$ cat src/rtl/multicycle_control.sv
// Multicycle RV32 control FSM: per-state strobe decode, memory wait/timeout handling, retired count.
// Outputs decode combinationally from state; IF/MEM stall on mem_ready (handshake) or a fixed latency.
module multicycle_control #(
  parameter int MEM_MODE = 1,
  parameter int MEM_LAT  = 2,
  parameter int TIMEOUT  = 16
) (
  input  logic        clk,
  input  logic        reset,
  input  logic [6:0]  opcode,
  input  logic        bcond,
  input  logic        is_x17_ten,
  input  logic        mem_ready,
  output logic        mem_req,
  output logic        mem_we,
  output logic        i_or_d,
  output logic        ir_write,
  output logic        reg_write,
  output logic        pc_write,
  output logic [1:0]  pc_source,
  output logic [1:0]  wb_sel,
  output logic        is_halted,
  output logic        err,
  output logic [2:0]  state,
  output logic [31:0] retired
);

  typedef enum logic [2:0] {
    S_IF   = 3'd0,
    S_ID   = 3'd1,
    S_EX   = 3'd2,
    S_MEM  = 3'd3,
    S_WB   = 3'd4,
    S_HALT = 3'd5,
    S_ERR  = 3'd6
  } state_t;

  localparam logic [6:0] OP_R     = 7'b0110011;
  localparam logic [6:0] OP_I     = 7'b0010011;
  localparam logic [6:0] OP_LOAD  = 7'b0000011;
  localparam logic [6:0] OP_STORE = 7'b0100011;
  localparam logic [6:0] OP_BR    = 7'b1100011;
  localparam logic [6:0] OP_JAL   = 7'b1101111;
  localparam logic [6:0] OP_JALR  = 7'b1100111;
  localparam logic [6:0] OP_ECALL = 7'b1110011;

  state_t      r_state;
  logic [7:0]  r_cnt;
  logic [31:0] r_retired;

  state_t      w_next;
  logic        w_done;
  logic        w_timeout;
  logic        w_legal;
  logic        w_mem_req, w_mem_we, w_i_or_d, w_ir_write, w_reg_write, w_pc_write;
  logic [1:0]  w_pc_source, w_wb_sel;
  logic        w_is_halted, w_err;

  assign w_done    = (MEM_MODE != 0) ? mem_ready : (r_cnt == 8'(MEM_LAT - 1));
  // mem_ready in the final allowed cycle still counts as completion
  assign w_timeout = (MEM_MODE != 0) && !mem_ready && (r_cnt == 8'(TIMEOUT - 1));
  assign w_legal   = opcode inside {OP_R, OP_I, OP_LOAD, OP_STORE, OP_BR, OP_JAL, OP_JALR, OP_ECALL};

  always_comb begin
    w_next      = r_state;
    w_mem_req   = 1'b0;
    w_mem_we    = 1'b0;
    w_i_or_d    = 1'b0;
    w_ir_write  = 1'b0;
    w_reg_write = 1'b0;
    w_pc_write  = 1'b0;
    w_pc_source = 2'b00;
    w_wb_sel    = 2'b00;
    w_is_halted = 1'b0;
    w_err       = 1'b0;
    case (r_state)
      S_IF: begin
        w_mem_req = 1'b1;
        if (w_done) begin
          w_ir_write = 1'b1;
          w_next     = S_ID;
        end else if (w_timeout) begin
          w_next = S_ERR;
        end
      end
      S_ID: begin
        if (opcode == OP_ECALL) begin
          if (is_x17_ten) begin
            w_next = S_HALT;
          end else begin
            w_pc_write = 1'b1;
            w_next     = S_IF;
          end
        end else if (!w_legal) begin
          w_next = S_ERR;
        end else begin
          w_next = S_EX;
        end
      end
      S_EX: begin
        case (opcode)
          OP_R, OP_I:        w_next = S_WB;
          OP_LOAD, OP_STORE: w_next = S_MEM;
          OP_BR: begin
            w_pc_write  = 1'b1;
            w_pc_source = bcond ? 2'b01 : 2'b00;
            w_next      = S_IF;
          end
          OP_JAL: begin
            w_pc_write  = 1'b1;
            w_pc_source = 2'b01;
            w_reg_write = 1'b1;
            w_wb_sel    = 2'b10;
            w_next      = S_IF;
          end
          OP_JALR: begin
            w_pc_write  = 1'b1;
            w_pc_source = 2'b10;
            w_reg_write = 1'b1;
            w_wb_sel    = 2'b10;
            w_next      = S_IF;
          end
          default: w_next = S_ERR;
        endcase
      end
      S_MEM: begin
        w_mem_req = 1'b1;
        w_i_or_d  = 1'b1;
        w_mem_we  = (opcode == OP_STORE);
        if (w_done) begin
          if (opcode == OP_STORE) begin
            w_pc_write = 1'b1;
            w_next     = S_IF;
          end else begin
            w_next = S_WB;
          end
        end else if (w_timeout) begin
          w_next = S_ERR;
        end
      end
      S_WB: begin
        w_reg_write = 1'b1;
        w_wb_sel    = (opcode == OP_LOAD) ? 2'b01 : 2'b00;
        w_pc_write  = 1'b1;
        w_next      = S_IF;
      end
      S_HALT: w_is_halted = 1'b1;
      S_ERR: begin
        w_is_halted = 1'b1;
        w_err       = 1'b1;
      end
      default: w_next = S_ERR;
    endcase
  end

  always_ff @(posedge clk or posedge reset) begin
    if (reset) begin
      r_state   <= S_IF;
      r_cnt     <= 8'd0;
      r_retired <= 32'd0;
    end else begin
      r_state <= w_next;
      if (w_next != r_state) begin
        r_cnt <= 8'd0;
      end else if (r_state == S_IF || r_state == S_MEM) begin
        r_cnt <= r_cnt + 8'd1;
      end
      if (w_pc_write || (r_state == S_ID && w_next == S_HALT)) begin
        r_retired <= r_retired + 32'd1;
      end
    end
  end

  // IF is the reset state, so its memory request must be masked while reset is held
  assign mem_req   = w_mem_req   & ~reset;
  assign mem_we    = w_mem_we    & ~reset;
  assign i_or_d    = w_i_or_d    & ~reset;
  assign ir_write  = w_ir_write  & ~reset;
  assign reg_write = w_reg_write & ~reset;
  assign pc_write  = w_pc_write  & ~reset;
  assign pc_source = w_pc_source & {2{~reset}};
  assign wb_sel    = w_wb_sel    & {2{~reset}};
  assign is_halted = w_is_halted & ~reset;
  assign err       = w_err       & ~reset;
  assign state     = r_state;
  assign retired   = r_retired;

endmodule

$ cat config.mk
export PLATFORM = sky130hd
export DESIGN_NAME = multicycle_control
export DESIGN_NICKNAME = d
export VERILOG_FILES = /design/src/rtl/multicycle_control.sv
export SDC_FILE = /design/constraint.sdc
export NUM_CORES = 1
export LEC_CHECK = 0
export CORE_AREA = 2 2 91 93
export DETAILED_ROUTE_END_ITERATION = 16
export DIE_AREA = 0 0 93 95
export GPL_ROUTABILITY_DRIVEN = 0
export MAX_ROUTING_LAYER = met4
export PLACE_DENSITY = 0.64
export SETUP_SLACK_MARGIN = 0.05
export SLEW_MARGIN = 20
export SYNTH_ARGS = -nofsm -noshare
export SYNTH_HDL_FRONTEND = slang
export SYNTH_SLANG_ARGS = --single-unit
$ cat constraint.sdc
create_clock -name clk -period 2.1 [get_ports clk]
set_input_delay 0.315 -clock clk [delete_from_list [all_inputs] [get_ports clk]]
set_output_delay 0.315 -clock clk [all_outputs]
set_load 0.05 [all_outputs]
== Word-level counts from Yosys, hierarchy flattened ==
Cells that the tools add are included.
Storage, ports and cells
  register bits: 43
  input port bits: 12
Operators by class
  add/subtract/negate cells: 2
  eq/ne operators: 17
  mux-type cells: 32
  bitwise logic cells: 11
  reductions and logical operators: 14
Operators by type and width (count)
  $add 32x1->32 const B: 1
  $eq 7x7->1 const B: 4
  $mux 3: 7
  $pmux 3 s6: 1
  $mux 8: 2
  $mux 1: 15
  $eq 7x6->1 const B: 2
  $eq 3x3->1 const B: 4
  $reduce_or 2->1: 5
  $pmux 3 s3: 1
  $add 8x1->8 const B: 1
  $and 1x1->1: 8
  $eq 8x4->1 const B: 1
  $reduce_bool 8->1: 1
  $eq 7x2->1 const B: 1
  $eq 7x5->1 const B: 1
  $eq 3x2->1 const B: 2
  $pmux 2 s3: 1
  $and 2x2->2: 2
  $mux 2: 2
  $pmux 1 s4: 1
  $pmux 2 s2: 1
  $eq 3x1->1 const B: 1
  $logic_not 3->1: 1
  8 further kinds: 10

== Depth between registers and ports, before layout ==
Gate-level depths: netlist of run 1.
  word-level depth: 8
  depth in mapped cells: 7
  gate-level depth less buffers: 6

== Least setup slack after synthesis of run 1 ==
Ideal clock, no wire load.
  kind: flip-flop to output port
  start: register r_state[1], in the netlist state[1]
  end: output port pc_source[1]
  data arrival time: 2.847 ns
  data required time: 1.785 ns
  slack: -1.062 ns
  cell stages (with the launch flop): 5
  path through: dfrtp_1 > buf_2 > buf_1 > nand2_1 > nor4_1
Between the ends
  cells in the longest elaborated chain, start to end: 3
Ends and longest elaborated chain
  start, declared: line 47  | state_t r_state;
  start signal, assigned: line 162  | r_state <= w_next;
  $eq 3x2->1: line 76  | case (r_state)
  $mux 2: line 76
  $and 2x2->2: line 181  | assign pc_source = w_pc_source & {2{~reset}};
  end, declared: line 20  | output logic [1:0] pc_source,
Every way passes these cells.

== Worst setup path in the final report of run 1 ==
  start: register r_state[0], in the netlist state[0]
  end: output port wb_sel[0]
Between the ends
  cells in the longest elaborated chain, start to end: 3
Ends and longest elaborated chain
  $eq 3x3->1 or $eq 3x2->1 (tied branches): line 76
  $pmux 2 s2 (*): line 76
  $and 2x2->2 (*): line 182  | assign wb_sel = w_wb_sel & {2{~reset}};
  end, declared: line 21  | output logic [1:0] wb_sel,
Every way passes the cells marked *; elsewhere a longest branch is shown, timed or not.

==> results of run 1 <==
power groups by stage:
stage / clock network, uW / registers (uW) / logic [uW]
after detailed placement: 0 / 1140 / 2080
after floorplan: 0 / 1310 / 1230
after CTS: 534 / 1080 / 2240
after global placement: 0 / 1130 / 2070
final: 519 / 1060 / 2370
after global routing: 577 / 1070 / 2540
worst max path at each step:
stage                         start    endpoint  slack (ns)  depth (start not counted)
final                      state[0]   wb_sel[0]        0.06                          4
after global routing       state[1]    pc_write       -0.02                          5
after CTS                  state[2]    pc_write       0.009                          5
after detailed placement  opcode[2]  retired[1]       -0.18                          6
after global placement    opcode[2]  retired[1]       -0.19                          6
after floorplan            state[0]   wb_sel[0]       -0.02                          4
cell families after synthesis:
logic type      share of synthesized area (%)
simple gates                            33.44
flops                                   40.39
xor+xnor                                12.82
compound gates                          8.032
buf+inv                                 2.818
mux                                     1.550
fa+ha+maj                              0.9393
per-layer routing:
metal | routed length, um | track usage (%) | vias up
li1 | - | - | 1189
met1 | 3184 | 22.28 | 1205
met2 | 3237 | 24.82 | 57
met3 | 232 | 2.713 | 2
met4 | 22 | 2.574 | 0
met5 | 0 | - | -
cell usage after synthesis, types with 3 or more instances:
cell      count  area share, %
a21oi_1       3           0.56
and3_1       15            3.5
and4_1        3           0.99
buf_1         3           0.42
buf_2         6            1.1
clkbuf_1      3           0.42
dfrtp_1      43             40
mux2i_1       3            1.1
nand2_1      25            3.5
nand2b_1      4           0.94
nand3_1      20            3.8
nand4_1      21            4.9
nor2_1       12            1.7
nor3_1       17            3.2
nor4_1        4           0.94
o21ai_0       5           0.94
xnor2_1      30            9.9
xor2_1        9            3.0
timing repair:
action,4_1_cts,5_1_grt
resized for setup,11,14
buffers inserted,7,5
pin swaps,2,4
endpoints found under the setup margin,7,10
stage by stage:
| step | std cells | total power, uW | util [%] | TNS [ns] |
|---|---|---|---|---|
| 6_report | 472 | 3942 | 50.55 | 0 |
| 5_1_grt | 472 | 4189 | 50.55 | -0.02265 |
| 4_1_cts | 467 | 3850 | 49.26 | 0 |
| 3_5_place_dp | 452 | 3220 | 47.35 | -3.798 |
| 3_3_place_gp | 452 | 3201 | 47.35 | -3.534 |
| 2_1_floorplan | 274 | 2539 | - | -0.02093 |
layout make-up:
class,count,area [um^2],share of cell area [%]
clock buffer,6,72.57,1.811
clock inverter,2,12.51,0.3122
inverter,2,11.26,0.2810
multi-input combinational,215,1734,43.27
sequential,43,1080,26.94
tap,105,131.4,3.278
timing repair buffer,99,965.9,24.10
state kept, by name, indices dropped and copies added (netlist names):
name and cells:
state 3, retired 32, r_cnt 8
cell usage in the layout, fill, tap and decap left out, drive strengths merged, types with 2 or more instances in the layout:
cell type,Yosys,layout
o211ai,2,2
clkdlybuf4s50,0,36
clkinvlp,0,2
ha,2,2
and3,15,15
o21ai,6,6
nand2,25,25
dlygate4sd2,0,7
nor4,5,5
xor2,9,9
o311ai,2,2
xnor2,30,30
and2,3,3
nor3,18,18
nand3b,2,2
nor2,13,13
nor2b,2,2
nand3,20,20
dfrtp,43,43
nor4b,4,4
mux2i,3,3
a41oi,2,2
nand2b,4,4
nand4,21,21
buf,11,56
and4,3,3
or3,3,3
clkbuf,3,6
a21oi,3,3
nor3b,4,4
==> flow_summary.json, run 1 <==
{
  "first_pass_iters": 4,
  "setup_viol": 0,
  "status": "complete, no violations",
  "maxSlewViolCount": 0,
  "synth_ff_type": "dfrtp_1",
  "syn-num-nets": 288,
  "rsz0062_at_grt": "yes",
  "power_density_nw_per_um2": 983.7,
  "slew_headroom_pct": 63.77,
  "grt-ovfl-total": 0,
  "fin_crit_sh_pct": 97.15,
  "track_usage_pct": 15.92,
  "cap_violations": 0,
  "critPathLaunchType": "register",
  "vias_per_cell": 5.197,
  "hold-path-cell-count": 1,
  "period_needed_ns": 2.040,
  "core.rowCount": 33,
  "n_fill_cell": 756,
  "vias": 2453,
  "fin_area_um2": 4008,
  "grt_pass1_wl_mm": 11.15,
  "worst_ir_drop_vdd_uv": 391.3,
  "syn_inst": 274,
  "initial_core_util_pct": 33.60,
  "fin_nets": 380,
  "clock.fmax_mhz": 490.2,
  "hold_violations": 0,
  "crit_family": "simple AND/OR/NAND/NOR gates",
  "drive_above_1_share_pct": 30.25,
  "synth_sequential_area_ratio_pct": 40.39,
  "arrival_ns": 1.73,
  "yosysWarnings": 0,
  "clkSlewWorstSetupHoldPaths_ns": 0.08,
  "crit_type": "reg2out",
  "cts_tree": "built",
  "timing.rr.end": "r_cnt[1]",
  "areaGrowthSynthToFinish_pct": 50.45,
  "routedWlPerCell_um": 14.15,
  "r2r_slack_ns": 0.18,
  "io_buffers": 58,
  "finalClockSkew_ns": 0.008731,
  "hold_path.class": "reg2reg",
  "r2r_start": "state[2]",
  "p_sw_uw": 1834,
  "ios": 59,
  "p_int_uw": 2108,
  "synth-edff-count": 0,
  "finalWorstSetupSlack_ns": 0.05985,
  "syn_area_per_cell_um2": 9.722,
  "cts_hold_buffers": 0,
  "drc": 0,
  "h-tree-depth": 2,
  "die-area_um2": 8835,
  "ys_ff_latch": 43,
  "antenna_found_initial": 0,
  "die_h_um": 95,
  "place_ws_ns": -0.1823,
  "power_frac_seq_pct": 26.8,
  "core_area_um2": 7928,
  "first_iter_violations": 133,
  "grt_start_max_net_pins": 44,
  "dp_hpwl_mm": 4.637,
  "cp_max_fo": 5,
  "slowest_delay_ns": 0.52,
  "cts.sinks": 43,
  "pwr-share-comb_pct": 60.0,
  "synth_area_um2": 2664,
  "min_to": "retired[31]",
  "end_kind": "output pin",
  "p_clk_share_pct": 13.2,
  "root_buffer": "clkbuf_8",
  "clock_latency_ns": 0.30,
  "worst_slew_pin_slew_ns": 0.5421,
  "ff2ff_path_depth": 7,
  "grt_pass1_vias": 2336,
  "wirelength_mm": 6.677,
  "crit_required_ns": 1.78,
  "cts_buffer_depth": 2,
  "dieWidth_um": 93,
  "cts_made_buffers": 5,
  "postRouteAntennaNets": 0,
  "sw_frac_of_total_pct": 46.52,
  "yosys.cell_types.count": 57,
  "placed_cell_area_um2": 3754,
  "cp_slowest_cell": "or4_4",
  "leakagePower_uw": 0.001650,
  "hold-worst-slack_ns": 0.4804,
  "hold_start": "retired[31]",
  "crit_chain": "buf_6 -> or4_4 -> nor3_4 -> buf_12",
  "async_flop_share_pct": 100.0,
  "diodes": 0,
  "crit_buf_inv": 2
}
Power figures use the tool's default switching activity.
==> run 2: changes to the inputs <==
--- a/config.mk
+++ b/config.mk
@@ -8,9 +8,10 @@
 export CORE_AREA = 2 2 91 93
 export DETAILED_ROUTE_END_ITERATION = 16
 export DIE_AREA = 0 0 93 95
+export DONT_BUFFER_PORTS = 1
 export GPL_ROUTABILITY_DRIVEN = 0
 export MAX_ROUTING_LAYER = met4
-export PLACE_DENSITY = 0.64
+export PLACE_DENSITY = 0.54
 export SETUP_SLACK_MARGIN = 0.05
 export SLEW_MARGIN = 20
 export SYNTH_ARGS = -nofsm -noshare
==> run 2 against run 1 <==
The run now ends with setup timing left. Clock power grew 26%. Via count shrank 6.7%. Flip-flop and latch count is the same. Core utilization shrank 5.1 points. Non-clock buffer count shrank 38. Highest routed layer unchanged.
==> flow_summary.json, run 2 (synthesized netlist as in run 1, its figures left out) <==
{
  "status": "finished with violations",
  "violations": "setup timing",
  "areaGrowthSynthToFinish_pct": 35.13,
  "finalPower_uw": 3898,
  "crit_chain": "nor3b_4 -> nand3_2 -> o211a_1 -> nor3_4 -> buf_12",
  "dp_hpwl_mm": 4.867,
  "cts_buffer_depth": 2,
  "hold_path.class": "in2async",
  "slowest_delay_ns": 0.50,
  "core.rowCount": 33,
  "sw_frac_of_total_pct": 46.78,
  "clock_latency_ns": 0.30,
  "io_buffers": 0,
  "crit_family": "simple AND/OR/NAND/NOR gates",
  "root_buffer": "clkbuf_8",
  "diodes": 0,
  "hold-worst-slack_ns": 0.1015,
  "clkSlewWorstSetupHoldPaths_ns": 0.08,
  "rsz0062_at_grt": "yes",
  "grt_pass1_wl_mm": 11.17,
  "placed_cell_area_um2": 3321,
  "dieWidth_um": 93,
  "grt_start_max_net_pins": 44,
  "hold_violations": 0,
  "clock.fmax_mhz": 469.9,
  "vias_per_cell": 5.272,
  "maxSlewViolCount": 0,
  "first_iter_violations": 105,
  "cts_made_buffers": 5,
  "pwr-share-comb_pct": 56.3,
  "fin_cells": 434,
  "critPathLaunchType": "register",
  "period_needed_ns": 2.128,
  "cts_hold_buffers": 0,
  "core_area_um2": 7928,
  "ios": 59,
  "worstSetupPathDepth": 5,
  "cp_max_fo": 8,
  "fin_nets": 342,
  "die_h_um": 95,
  "worst_slew_pin_slew_ns": 0.5701,
  "drc": 0,
  "ff2ff_path_depth": 7,
  "wirelength_mm": 6.850,
  "grt_pass1_vias": 2208,
  "h-tree-depth": 2,
  "crit_required_ns": 1.78,
  "fin_area_um2": 3600,
  "cts_tree": "built",
  "cts.sinks": 43,
  "p_sw_uw": 1823,
  "grt-ovfl-total": 0,
  "largest_register_ffs": 32,
  "end_kind": "output pin",
  "leakagePower_uw": 0.001543,
  "fin_crit_sh_pct": 101.3,
  "crit_type": "reg2out",
  "power_frac_seq_pct": 26.9,
  "cap_violations": 0,
  "first_pass_iters": 4,
  "drive_above_1_share_pct": 34.65,
  "cp_slowest_cell": "dfrtp_2",
  "vias": 2288,
  "die-area_um2": 8835,
  "track_usage_pct": 16.32,
  "setup_viol": 2,
  "slew_headroom_pct": 61.99,
  "routedWlPerCell_um": 15.78,
  "layout_common_cells": "buf_4 (53), dfrtp_1 (40), xnor2_1 (30)",
  "antenna_found_initial": 0,
  "p_clk_share_pct": 16.8,
  "postRouteAntennaNets": 0,
  "finalWorstSetupSlack_ns": -0.02793,
  "initial_core_util_pct": 33.60,
  "place_inst": 417,
  "worst_ir_drop_vdd_uv": 584.5,
  "power_density_nw_per_um2": 1083,
  "finalClockSkew_ns": 0.01130,
  "layout_commonest_cell": "buf_4",
  "crit_buf_inv": 1,
  "p_int_uw": 2075,
  "arrival_ns": 1.81
}
==> run 2: changes by cell type in the layout (fill, tap and decap cells not counted), sizes merged <==
cell and delta:
clkdlybuf4s50 -36, dlygate4sd2 -7, buf +5, bufinv +1
clkbuf -1, clkinv +1, clkinvlp -1
==> run 2: worst paths after layout <==
kind | from | to | slack, ns
min in group clk | mem_ready | state[1] | 0.32
hold reg to reg | retired[1] | retired[1] | 0.55
setup reg to reg | state[2] | r_cnt[1] | 0.17
setup / recovery | state[2] | pc_write | -0.03
hold / removal | reset | r_cnt[7] | 0.10
max in group asynchronous | reset | state[2] | 1.58
==> run 2: through the flow <==
step	setup WS, ns	util, %	TNS, ns
2_1_floorplan	-0.02093	-	-0.02093
3_3_place_gp	0.1621	41.89	0
3_5_place_dp	0.1594	41.89	0
4_1_cts	-0.04239	44.43	-0.07991
5_1_grt	-0.09953	45.41	-0.1646
6_report	-0.02793	45.41	-0.03779
==> run 2: layout make-up <==
type                            instances  area [um^2]
Fill cell                             784         4328
Multi-Input combinational cell        215         1738
Sequential cell                        43         1080
Timing Repair Buffer                   61        526.8
Tap cell                              105        131.4
Clock buffer                            5        68.82
Clock inverter                          3        43.79
Inverter                                2        11.26
==> run 2: layer usage <==
metal  vias to the layer above  routed length, um  global-route usage, %
met5                         -                  0                      -
met4                         0                 32                  3.309
met3                         4                430                  3.432
met2                        62               3205                  25.85
met1                      1110               3182                  21.82
li1                       1112                  -                      -
==> run 2: timing repair <==
action	in CTS	in global routing
pin swaps	5	5
buffers inserted	5	4
resized for setup	11	9
setup endpoints to repair	4	15
==> run 2: power by group through the flow <==
stage	combinational, uW	clock, uW	sequential (uW)
6_report	2200	653	1050
5_1_grt	2350	716	1070
3_3_place_gp	1940	0	1060
2_1_floorplan	1230	0	1310
3_5_place_dp	1940	0	1060
4_1_cts	2080	680	1040
==> run 3: changes to the inputs <==
--- a/config.mk
+++ b/config.mk
@@ -11,7 +11,7 @@
 export DONT_BUFFER_PORTS = 1
 export GPL_ROUTABILITY_DRIVEN = 0
 export MAX_ROUTING_LAYER = met4
-export PLACE_DENSITY = 0.54
+export PLACE_DENSITY = 0.52
 export SETUP_SLACK_MARGIN = 0.05
 export SLEW_MARGIN = 20
 export SYNTH_ARGS = -nofsm -noshare
==> constraint.sdc (replaced) <==
create_clock -name clk -period 2.66 [get_ports clk]
set_input_delay 0.399 -clock clk [delete_from_list [all_inputs] [get_ports clk]]
set_output_delay 0.399 -clock clk [all_outputs]
set_load 0.05 [all_outputs]
==> run 3 against run 2 <==
The flow now finishes without violations. Count of clock-buffer cells in the layout increased by 1. First-iteration DRC count is 6.7% lower. Critical path depth unchanged. Setup slack gained 0.31 ns. Flip-flop and latch count is the same. Critical endpoint unchanged. Largest power group unchanged. Highest routed layer unchanged.
==> flow_summary.json, run 3 (synthesized netlist as in run 1, its figures left out) <==
{
  "io_buffers": 0,
  "worst_ir_drop_vdd_uv": 432.9,
  "critPathLaunchType": "register",
  "status": "complete, no violations",
  "end_kind": "output pin",
  "core_area_um2": 7928,
  "power_density_nw_per_um2": 814.2,
  "sw_frac_of_total_pct": 49.83,
  "layout_common_cells": "dfrtp_1 (43), buf_4 (40), xnor2_1 (30)",
  "crit_required_ns": 2.26,
  "first_iter_violations": 98,
  "grt_pass1_vias": 2184,
  "first_pass_iters": 4,
  "finalClockSkew_ns": 0.01303,
  "postRouteAntennaNets": 0,
  "vias": 2211,
  "cts.sinks": 43,
  "diodes": 0,
  "worst_slew_pin_slew_ns": 0.7519,
  "grt_pass1_wl_mm": 11.32,
  "period_needed_ns": 2.382,
  "leakagePower_uw": 0.001340,
  "p_clk_share_pct": 16.0,
  "place_inst": 406,
  "dieWidth_um": 93,
  "hold-worst-slack_ns": 0.3476,
  "die_h_um": 95,
  "initial_core_util_pct": 33.60,
  "register_area_um2": 1076,
  "vias_per_cell": 5.328,
  "root_buffer": "clkbuf_8",
  "p_int_uw": 1309,
  "fin_crit_sh_pct": 89.54,
  "fin_cells": 415,
  "cap_violations": 0,
  "rsz0062_at_grt": "no",
  "tns_ns": 0,
  "grt-ovfl-total": 0,
  "fin_nets": 323,
  "clkSlewWorstSetupHoldPaths_ns": 0.09,
  "maxSlewViolCount": 0,
  "power_frac_seq_pct": 34.8,
  "routedWlPerCell_um": 16.03,
  "h-tree-depth": 2,
  "setup_viol": 0,
  "slew_headroom_pct": 49.79,
  "drc": 0,
  "arrival_ns": 1.98,
  "track_usage_pct": 16.38,
  "n_fill_cell": 797,
  "multi_input_area_um2": 1570,
  "layout_commonest_cell": "dfrtp_1",
  "dp_hpwl_mm": 4.806,
  "core.rowCount": 33,
  "die-area_um2": 8835,
  "grt_start_max_net_pins": 29,
  "cp_max_fo": 11,
  "clock.fmax_mhz": 419.9,
  "ios": 59,
  "pwr-share-comb_pct": 49.2,
  "cts_made_buffers": 5,
  "crit_type": "reg2out",
  "hold_path.class": "in2reg",
  "antenna_found_initial": 0,
  "cts_tree": "built",
  "cts_setup_buffers": 0,
  "p_sw_uw": 1300,
  "drive_above_1_share_pct": 23.87,
  "hold_violations": 0,
  "areaGrowthSynthToFinish_pct": 20.29,
  "clock_latency_ns": 0.29,
  "wirelength_mm": 6.652,
  "largest_register_ffs": 32,
  "cts_buffer_depth": 2
}
==> run 3: changes by cell type in the layout (fill, tap and decap cells not counted), moves of 3 or more <==
cell,change
buf_6,-3
nor3b_2,+3
nor2_1,+3
dfrtp_2,-3
buf_4,-13
dfrtp_1,+3
nor3_4,-5
nor3b_4,-3
buf_12,-3
nor3_1,+3
==> run 3: area by class of cell <==
| class | instances | area share (%) |
|---|---|---|
| flip-flops and latches | 43 | 33.58 |
| well taps | 105 | 4.100 |
| repair buffers | 42 | 10.31 |
| clock buffers | 6 | 2.265 |
| multi-input cells | 215 | 49.00 |
| inverters | 2 | 0.3514 |
| clock inverters | 2 | 0.3905 |
==> run 3: metrics by stage <==
step | cell area (um^2) | power (uW) | setup slack [ns] | util, %
3_5_place_dp | 3109 | 2218 | 0.5809 | 39.22
2_1_floorplan | 2714 | 1880 | -0.2510 | -
4_1_cts | 3204 | 2646 | 0.2730 | 40.42
5_1_grt | 3204 | 2779 | 0.08822 | 40.42
3_3_place_gp | 3109 | 2200 | 0.6578 | 39.22
6_report | 3204 | 2609 | 0.2783 | 40.42
==> run 3: final timing paths <==
path                               to  startpoint  cells past startpoint  slack, ns
setup / recovery             pc_write    state[0]                      5       0.28
hold / removal               state[0]  is_x17_ten                      2       0.35
setup reg to reg           retired[8]    state[2]                      5       0.58
hold reg to reg              r_cnt[6]    r_cnt[6]                      3       0.58
max in group asynchronous    r_cnt[6]       reset                      3       1.35
min in group asynchronous    state[1]       reset                      2       0.60
==> run 3: layer usage <==
layer	GRT usage (%)	wire length [um]	up-vias
li1	-	-	1075
met1	20.93	3016	1079
met3	4.789	465	2
met5	-	0	-
met4	3.431	38	0
met2	26.03	3133	55
==> run 3: repair_timing <==
action                                  4_1_cts  5_1_grt
gates resized for setup                       0        0
endpoints found under the setup margin        0        0
endpoints found under the hold margin        15        0
hold buffers                                  1        0
==> run 3: power by group through the flow <==
| stage | clock, uW | sequential [uW] | combinational (uW) |
|---|---|---|---|
| after floorplan | 0 | 1030 | 851 |
| after global placement | 0 | 914 | 1290 |
| after detailed placement | 0 | 922 | 1300 |
| after CTS | 436 | 908 | 1300 |
| after global routing | 460 | 923 | 1400 |
| final | 417 | 908 | 1280 |
==> run 3: worst max-delay path: stages, from the launching register on <==
cell,delay [ns]
dfrtp_1,0.58
nor3b_2,0.31
nand3_1,0.17
o211a_1,0.25
nor3_2,0.14
buf_4,0.23
